**src/rtl/mul_pkg.sv**
```systemverilog
// Shared definitions for the memory-mapped multiplier: sequencer state encoding,
// buffer geometry defaults and bus slave register offsets.
package mul_pkg;

    localparam int DEPTH_DEF = 8;
    localparam int AW_DEF    = 3;

    typedef enum logic [2:0] {
        ST_IDLE   = 3'd0,
        ST_FETCH  = 3'd1,
        ST_LAUNCH = 3'd2,
        ST_WAIT   = 3'd3,
        ST_WR_LO  = 3'd4,
        ST_WR_HI  = 3'd5,
        ST_DONE   = 3'd6
    } seq_state_e;

    // Bus slave register map (word offsets)
    localparam logic [3:0] REG_CAND   = 4'h0;
    localparam logic [3:0] REG_LIER   = 4'h1;
    localparam logic [3:0] REG_START  = 4'h2;
    localparam logic [3:0] REG_CLEAR  = 4'h3;
    localparam logic [3:0] REG_STATUS = 4'h4;
    localparam logic [3:0] REG_RADDR  = 4'h5;
    localparam logic [3:0] REG_RDATA  = 4'h6;

endpackage

```
**src/rtl/pair_counter.sv**
```systemverilog
// Saturating 0..DEPTH occupancy counter for one operand buffer.
module pair_counter #(
    parameter int DEPTH = 8,
    parameter int CW    = 4
) (
    input  logic          clk,
    input  logic          reset_n,
    input  logic          en,
    input  logic          clr,
    output logic [CW-1:0] count
);

    // Count accepted strobes, holding at DEPTH; clear wins over enable.
    always_ff @(posedge clk or negedge reset_n) begin
        if (!reset_n) begin
            count <= '0;
        end else if (clr) begin
            count <= '0;
        end else if (en && (count < CW'(DEPTH))) begin
            count <= count + CW'(1);
        end else begin
            count <= count;
        end
    end

endmodule

```
**src/rtl/mul_sequencer.sv**
```systemverilog
// Walks buffered operand pairs through a multi-cycle multiplier core and writes
// each 64-bit product to the result memory as low word then high word.
module mul_sequencer
    import mul_pkg::*;
#(
    parameter int DEPTH = DEPTH_DEF,
    parameter int AW    = AW_DEF
) (
    input  logic          clk,
    input  logic          reset_n,
    input  logic          opstart,
    input  logic          opclear,
    input  logic          cand_we,
    input  logic          lier_we,
    output logic [AW-1:0] cand_waddr,
    output logic [AW-1:0] lier_waddr,
    output logic [AW-1:0] op_raddr,
    output logic          mul_start,
    input  logic          mul_done,
    input  logic [63:0]   product,
    output logic          res_we,
    output logic [AW:0]   res_waddr,
    output logic [31:0]   res_wdata,
    output logic          opdone,
    output logic [2:0]    seq_state
);

    localparam int CW = AW + 1;

    seq_state_e    state_r;
    logic [AW-1:0] idx_r;
    logic [CW-1:0] n_pairs_r;
    logic [63:0]   product_r;
    logic [CW-1:0] cand_cnt_s;
    logic [CW-1:0] lier_cnt_s;
    logic [CW-1:0] n_avail_s;
    logic          is_idle_s;
    logic          last_pair_s;

    assign is_idle_s   = (state_r == ST_IDLE);
    assign n_avail_s   = (cand_cnt_s < lier_cnt_s) ? cand_cnt_s : lier_cnt_s;
    assign last_pair_s = (n_pairs_r == ({1'b0, idx_r} + {{AW{1'b0}}, 1'b1}));

    pair_counter #(.DEPTH(DEPTH), .CW(CW)) u_cand_cnt (
        .clk     (clk),
        .reset_n (reset_n),
        .en      (cand_we && is_idle_s),
        .clr     (opclear),
        .count   (cand_cnt_s)
    );

    pair_counter #(.DEPTH(DEPTH), .CW(CW)) u_lier_cnt (
        .clk     (clk),
        .reset_n (reset_n),
        .en      (lier_we && is_idle_s),
        .clr     (opclear),
        .count   (lier_cnt_s)
    );

    // A saturated count wraps the low bits; the slave must not write then.
    assign cand_waddr = cand_cnt_s[AW-1:0];
    assign lier_waddr = lier_cnt_s[AW-1:0];
    assign seq_state  = state_r;

    // Sequencer FSM; outputs are loaded on entry to the state that owns them.
    always_ff @(posedge clk or negedge reset_n) begin
        if (!reset_n) begin
            state_r   <= ST_IDLE;
            idx_r     <= '0;
            n_pairs_r <= '0;
            product_r <= 64'd0;
            op_raddr  <= '0;
            mul_start <= 1'b0;
            res_we    <= 1'b0;
            res_waddr <= '0;
            res_wdata <= 32'd0;
            opdone    <= 1'b0;
        end else begin
            mul_start <= 1'b0;
            res_we    <= 1'b0;
            if (opclear) begin
                state_r   <= ST_IDLE;
                idx_r     <= '0;
                n_pairs_r <= '0;
                op_raddr  <= '0;
                res_waddr <= '0;
                res_wdata <= 32'd0;
                opdone    <= 1'b0;
            end else begin
                case (state_r)
                    ST_IDLE: begin
                        if (opstart) begin
                            n_pairs_r <= n_avail_s;
                            idx_r     <= '0;
                            op_raddr  <= '0;
                            if (n_avail_s != '0) begin
                                state_r <= ST_FETCH;
                            end else begin
                                state_r <= ST_DONE;
                                opdone  <= 1'b1;
                            end
                        end else begin
                            state_r <= ST_IDLE;
                        end
                    end
                    ST_FETCH: begin
                        state_r   <= ST_LAUNCH;
                        mul_start <= 1'b1;
                    end
                    ST_LAUNCH: begin
                        state_r <= ST_WAIT;
                    end
                    ST_WAIT: begin
                        if (mul_done) begin
                            product_r <= product;
                            res_we    <= 1'b1;
                            res_waddr <= {idx_r, 1'b0};
                            res_wdata <= product[31:0];
                            state_r   <= ST_WR_LO;
                        end else begin
                            state_r <= ST_WAIT;
                        end
                    end
                    ST_WR_LO: begin
                        res_we    <= 1'b1;
                        res_waddr <= {idx_r, 1'b1};
                        res_wdata <= product_r[63:32];
                        state_r   <= ST_WR_HI;
                    end
                    ST_WR_HI: begin
                        if (last_pair_s) begin
                            state_r <= ST_DONE;
                            opdone  <= 1'b1;
                        end else begin
                            idx_r    <= idx_r + AW'(1);
                            op_raddr <= idx_r + AW'(1);
                            state_r  <= ST_FETCH;
                        end
                    end
                    ST_DONE: begin
                        state_r <= ST_DONE;
                    end
                    default: begin
                        state_r <= ST_IDLE;
                    end
                endcase
            end
        end
    end

endmodule

```
**config.mk**
```make
export PLATFORM = sky130hd
export DESIGN_NAME = mul_sequencer
export DESIGN_NICKNAME = d
export VERILOG_FILES = /design/src/rtl/mul_pkg.sv /design/src/rtl/pair_counter.sv /design/src/rtl/mul_sequencer.sv
export SDC_FILE = /design/constraint.sdc
export NUM_CORES = 1
export LEC_CHECK = 0
export ABC_CLOCK_PERIOD_IN_PS = 4200
export BUFFER_PORTS_ARGS = -buffer_cell sky130_fd_sc_hd__buf_2
export CAP_MARGIN = 20
export CORE_ASPECT_RATIO = 0.7
export CORE_MARGIN = 3
export CORE_UTILIZATION = 40
export CTS_BUF_LIST = sky130_fd_sc_hd__clkbuf_2
export DETAILED_ROUTE_END_ITERATION = 10
export HOLD_SLACK_MARGIN = 0.06
export SYNTH_ARGS = -nofsm -noshare
export SYNTH_HDL_FRONTEND = slang
export SYNTH_SLANG_ARGS = --single-unit
```
**constraint.sdc**
```tcl
create_clock -name clk -period 4.2 [get_ports clk]
set_input_delay 0.42 -clock clk [delete_from_list [all_inputs] [get_ports clk]]
set_output_delay 0.42 -clock clk [all_outputs]
set_load 0.005 [all_outputs]
```
After elaboration in Yosys (flattened, before gate mapping)
Index checks and enable logic that the tools add are counted.
{"block": "op_classes", "n_mux": 34, "n_lt_le_gt_ge": 3, "n_eq_ne": 12, "reduce_logical": 17, "n_addsub": 4, "n_bitwise": 1}
{"cell": "two-way mux 32 bit", "count": 2}
{"cell": "case mux 32 bit (2 select lines)", "count": 1}
{"cell": "two-way mux 4 bit", "count": 10}
{"cell": "two-way mux 3 bit", "count": 8}
{"cell": "case mux 3 bit (7 select lines)", "count": 1}
{"cell": "inequality test 3 bit (second input constant)", "count": 5}
{"cell": "== test 3 bit (second input constant)", "count": 3}
{"cell": "adder 4 x 1 -> 4 bit (second input constant)", "count": 2}
{"cell": "< comparator 4 bit (second input constant)", "count": 2}
{"cell": "two-way mux 1 bit", "count": 8}
{"cell": "case mux 4 bit (2 select lines)", "count": 1}
{"cell": "nonzero test 2 bit", "count": 4}
{"cell": "== test 3 x 2 -> 1 bit (second input constant)", "count": 2}
{"cell": "case mux 3 bit (2 select lines)", "count": 1}
{"cell": "AND reduction 3 bit", "count": 2}
{"cell": "nonzero test 3 bit", "count": 2}
{"cell": "adder 3 x 1 -> 4 bit (second input constant)", "count": 1}
{"cell": "== test 4 bit", "count": 1}
{"cell": "logical AND 1 bit", "count": 4}
{"cell": "< comparator 4 bit", "count": 1}
{"cell": "case mux 1 bit (2 select lines)", "count": 2}
{"cell": "AND reduction 2 bit", "count": 2}
{"cell": "AND reduction 4 bit", "count": 1}
{"cell": "nonzero test 4 bit", "count": 1}
{"cell": "other kinds (4)", "count": 4}
{"block": "word_totals", "ff_bits": 121, "input_bits": 71, "output_inout_bits": 51, "elab_cells": 82}

Logic depth before layout (Yosys ltp)
{"block": "depth", "word_depth": 7, "depth_mapped": 7, "depth_no_buf": 7}

By module
Synthesis repeated with hierarchy kept, for this count alone.
{"block": "hier_totals", "hier_cells": 362, "area_unflattened_um2": 4199.0}
{"mod": "mul_sequencer", "n_inst": 1, "cells_per_inst": 330, "area_per_inst_um2": 3816.2}
{"mod": "pair_counter", "n_inst": 2, "cells_per_inst": 16, "area_per_inst_um2": 191.4}

Worst setup path before layout
Ideal clock, no wire load.
{"block": "synth_path", "path_kind": "register -> register", "startpoint": "register idx_r[0]", "endpoint": "register state_r[0] (netlist: seq_state[0])", "arrival_ps": 1690, "path_buffers": 0, "setup_time_ps": 119, "path_stages_with_launch": 7, "path_slack_ps": 2391, "synth_period_minus_slack_ps": 1809, "path_cell_list": "dfrtp_1 ha_1 xor2_1 or3_4 a31oi_4 o211ai_2 o21ba_1"}
{"block": "synth_between", "elab_chain_len": 5}
{"element": "from (decl)", "line_no": "mul_sequencer.sv:31", "source": "logic [AW-1:0] idx_r;"}
{"element": "from (signal assigned)", "line_no": "mul_sequencer.sv:135", "source": "idx_r <= idx_r + AW'(1);"}
{"element": "adder 3 x 1 -> 4 bit", "line_no": "mul_sequencer.sv:42", "source": "assign last_pair_s = (n_pairs_r == ({1'b0, idx_r} + {{AW{1'b0}}, 1'b1}));"}
{"element": "== test 4 bit", "line_no": "mul_sequencer.sv:42"}
{"element": "two-way mux 3 bit", "line_no": "mul_sequencer.sv:131", "source": "if (last_pair_s) begin"}
{"element": "case mux 3 bit (7 select lines)", "line_no": "mul_sequencer.sv:90", "source": "case (state_r)"}
{"element": "two-way mux 3 bit", "line_no": "mul_sequencer.sv:81", "source": "if (opclear) begin"}
{"element": "to (signal assigned)", "line_no": "mul_sequencer.sv:82", "source": "state_r <= ST_IDLE;"}
{"element": "to (signal assigned)", "line_no": "mul_sequencer.sv:132", "source": "state_r <= ST_DONE;"}
{"element": "to (signal assigned)", "line_no": "mul_sequencer.sv:137", "source": "state_r <= ST_FETCH;"}
{"element": "to (decl)", "line_no": "mul_sequencer.sv:30", "source": "seq_state_e state_r;"}
Every way passes these cells.
A chain may end at the register's enable or synchronous reset.

Final worst setup path
{"block": "layout_path", "startpoint": "register state_r[0] (netlist: seq_state[0])", "endpoint": "register res_wdata[13]"}
{"block": "layout_between", "elab_chain_len": 3}
{"element": "from (signal assigned)", "line_no": "mul_sequencer.sv:68", "source": "state_r <= ST_IDLE;"}
{"element": "from (signal assigned)", "line_no": "mul_sequencer.sv:82"}
{"element": "from (signal assigned)", "line_no": "mul_sequencer.sv:97", "source": "state_r <= ST_FETCH;"}
{"element": "== test 3 bit or == test 3 x 2 -> 1 bit (tied branches)", "line_no": "mul_sequencer.sv:90"}
{"element": "case mux 32 bit (2 select lines), or another cell as far along", "line_no": "mul_sequencer.sv:90"}
{"element": "two-way mux 32 bit or AND reduction 2 bit (tied branches)"}
{"element": "to (signal assigned)", "line_no": "mul_sequencer.sv:118", "source": "res_wdata <= product[31:0];"}
{"element": "to (signal assigned)", "line_no": "mul_sequencer.sv:127", "source": "res_wdata <= product_r[63:32];"}
{"element": "to (decl)", "line_no": "mul_sequencer.sv:23", "source": "output logic [31:0] res_wdata,"}
Several ways; a longest one is shown, not always the timed one.

==> summary.md <==
| Metric | Value |
|---|---|
| Hold/Removal Path Class | input port to register |
| Most frequent cells in the layout | 120 x buf_2, 89 x dfrtp_1, 43 x nor2_1, 35 x mux2i_1, 34 x dlygate4sd3_1 |
| Clock buffer count from CTS | 9 |
| Start point of the critical path | seq_state[0] |
| Post-detail-place hpwl | approximately 6.6 mm |
| Max Fclk | 468 MHz |
| Vias in the first global route | 3225 |
| Post-CTS Hold Fix Bufs | 34 |
| CTS sink cnt | a little under 90 |
| Hold Startpoint | cand_we |
| Cell area after synthesis | 4230 um^2 |
| RSZ-0062 raised after global routing | false |
| Reg2reg start | seq_state[0] |
| ANT nets after route | 0 |
| Synth Warn # | 0 |
| R2R setup slack | approximately 2.1 ns |
| Top delay family on crit path | flip-flops |
| Setup bufs post-CTS | 0 |
| Hold path endpoint | u_cand_cnt.count[3] |
| CTS tree | done |
| Synth area leader | dfrtp_1 |
| GPL Wtd Cong | around 0.76 |
| Initial core utilization | around 42% |
| Initial antenna violation count | 0 |
| All-Layer GR Usage | about 17% |
| CTS clk-pin slew, worst paths | around 0.23 ns |
| CP peak stage delay | around 0.65 ns |
| Die Ht | around 90 um |
| Core Region | 9980 um^2 |
| Worst skew pair latency | approximately 0.55 ns |
| Crit Path Max Fanout | 39 |
| Leakage Power | between 2 and 3 nW |
| Worst-Margin Slew | around 0.95 ns |
| H-tree depth | 3 |
| Crit Path Category | register to register |
| Layout Nets | 580 |
| Worst reg2reg endpoint | res_wdata[13] |
| Most common cell after layout, fill and taps aside | buf_2 |
| Synth cell types | 45 |
| Max Root-Sink Buffers | 2 |
| Fillers | about 910 |
| Post-synth ARST share | 100% |
| Seq cells post-synth | a little under 90 |
| Drt drc | 0 |
| Synth Net Count | 440 |
| Worst path slowest cell | dfrtp_1 |
| Commonest register cell after synthesis | dfrtp_1 |
| Setup crit start kind | register |
| Worst R2R Path Depth | 5 |
| WL final | 9.86 mm |
| First-pass GRT wire length | 16.0 mm |
| Post-DR wirelength/cell | 15.5 um |
| Final Hold Fails | 0 |
| Synth area leaders | dfrtp_1 53%, mux2i_1 8.3%, mux2_2 8.3% |
| Slew margin rel. | about 37% |
| Min cycle time layout | ~2.1 ns |
| Max IR drop VDD | around 0.0002 V |
| Crit share post-route | around half |
| Cell Chain, Critical Path | nor2_1, nand2_2, buf_4, nor2_1, a211oi_1 |
| Outcome | finished, final reports clean |
| First DRT Iteration DRCs | approximately 160 |
| Buf/Inv on CP | 1 |
| PortBufs | ~120 |
| Die Area | roughly 12000 um^2 |
| Cells after Synth | 362 |
| Hold Path Stages | 3 |
| Post-synth EDFFs | 0 |
| Non-filler cells, final | approximately 640 |
| Setup ws final | roughly 2.1 ns |
| Mean area per synthesized cell | approximately 12 um^2 |
| Vias | 3214 |
| Cts repair resizes | 0 |
| Cells after DPL | 585 |
| I/O pins | between 100 and 150 |
| Root Buffer | clkbuf_2 |
| Seq/Total Area, Yosys | a little over half |
| Hold_ws | between 0.1 and 0.15 ns |
| Count of pins over their slew limit | 0 |
| Most frequent CP cell | nor2_1 |
| Post-placement cell area | around 4800 um^2 |
| Final Skew | 0.0148 ns |
| Setup TNS | 0 ns |
| Max_cap viols | 0 |
| Worst path arrival time | roughly 2.6 ns |
| Vias per cell | approximately 5.1 |
| DP Worst Slack | 1.96 ns |
| Post-layout instance area | between 5000 and 6000 um^2 |
| DR pass1 iterations | 4 |
| Critical Path RT | around 4.7 ns |
| Critical Path End Type | register |
| Synth top area share | a little over half |
| Largest net degree at the start of global routing | around 60 |
| Pwr dens | about 500 nW/um^2 |
| FP Rows | 30 |
| Final setup viols | 0 |
| Area Overhead vs Synth | 24.9% |
| Die Wd | 129 um |
| GR Overflow Total | 0 |
| Share of layout cells above drive strength 1 | 36.1% |
-- registers in the layout, indices dropped and copies added (netlist names) --
name              count
res_wdata            32
idx_r                 3
opdone                1
n_pairs_r             4
u_lier_cnt.count      4
seq_state             3
mul_start             1
product_r            32
res_waddr             4
res_we                1
u_cand_cnt.count      4
-- worst max-delay path by stage --
stage / to / depth (start not counted)
global route: seq_state[2] / 7
detailed placement: product_r[52] / 4
global placement: product_r[53] / 4
finish: res_wdata[13] / 5
floorplan: seq_state[0] / 6
CTS: res_wdata[13] / 5
-- layout make-up --
cell class              count  area (um^2)  area share (%)
flip-flops and latches     89         2230            42.2
multi-input cells         237         1800            34.0
repair buffers            159          978            18.5
well taps                 128          160            3.03
clock inverters             7         47.5           0.901
clock buffers               9         45.0           0.853
inverters                   6         22.5           0.427
diodes                      1         2.50          0.0474
-- metal layers --
metal | track usage, % | part of all wire [%] | up-vias | wire [um]
met1 | 23.8 | 49 | 1527 | 4810
li1 | - | - | 1570 | -
met5 | 0 | 0 | - | 0
met3 | 4.71 | 5.6 | 15 | 549
met4 | 5.33 | 1.6 | 0 | 156
met2 | 25.6 | 44 | 102 | 4350
-- worst min-delay path, cell delays in order --
cell and delay (ns):
buf_2 0.09, a31oi_1 0.06, nor2_1 0.08
-- synthesized netlist by cell type (4+ instances only) --
master    count
mux2_2       31
inv_1         6
dfrtp_1      89
ha_1          7
xnor2_1       4
a211oi_1     32
clkbuf_1     12
xor2_1        4
a21oi_1      13
mux2i_1      35
nand3_1      12
nand2_1      18
nor2_1       43
buf_4        13
-- where the power goes --
part	internal [mW]	switching, mW
clock network	0.0773	0.305
logic	0.478	0.477
registers	1.12	0.195
total	1.68	0.977
-- through the flow --
step	utilization (%)	total power [mW]
after floorplan	-	1.98
after global placement	48.5	2.25
after detailed placement	48.5	2.28
after CTS	52.8	2.68
after global routing	52.8	2.86
final	52.9	2.66
-- logic make-up (layout without fill, tap and decap cells) --
group / Yosys count / after routing / synth area share, %
XOR/XNOR: 8 / 8 / 1.66
other: 0 / 1 / 0
AND/OR/NAND/NOR: 93 / 93 / 10.8
flip-flops: 89 / 89 / 52.7
AO/OA/AOI/OAI: 62 / 62 / 11.0
buffers and inverters: 36 / 181 / 4.97
adder cells (fa/ha/maj): 7 / 7 / 2.07
multiplexers: 67 / 67 / 16.8
(Power assumes the default switching activity.)
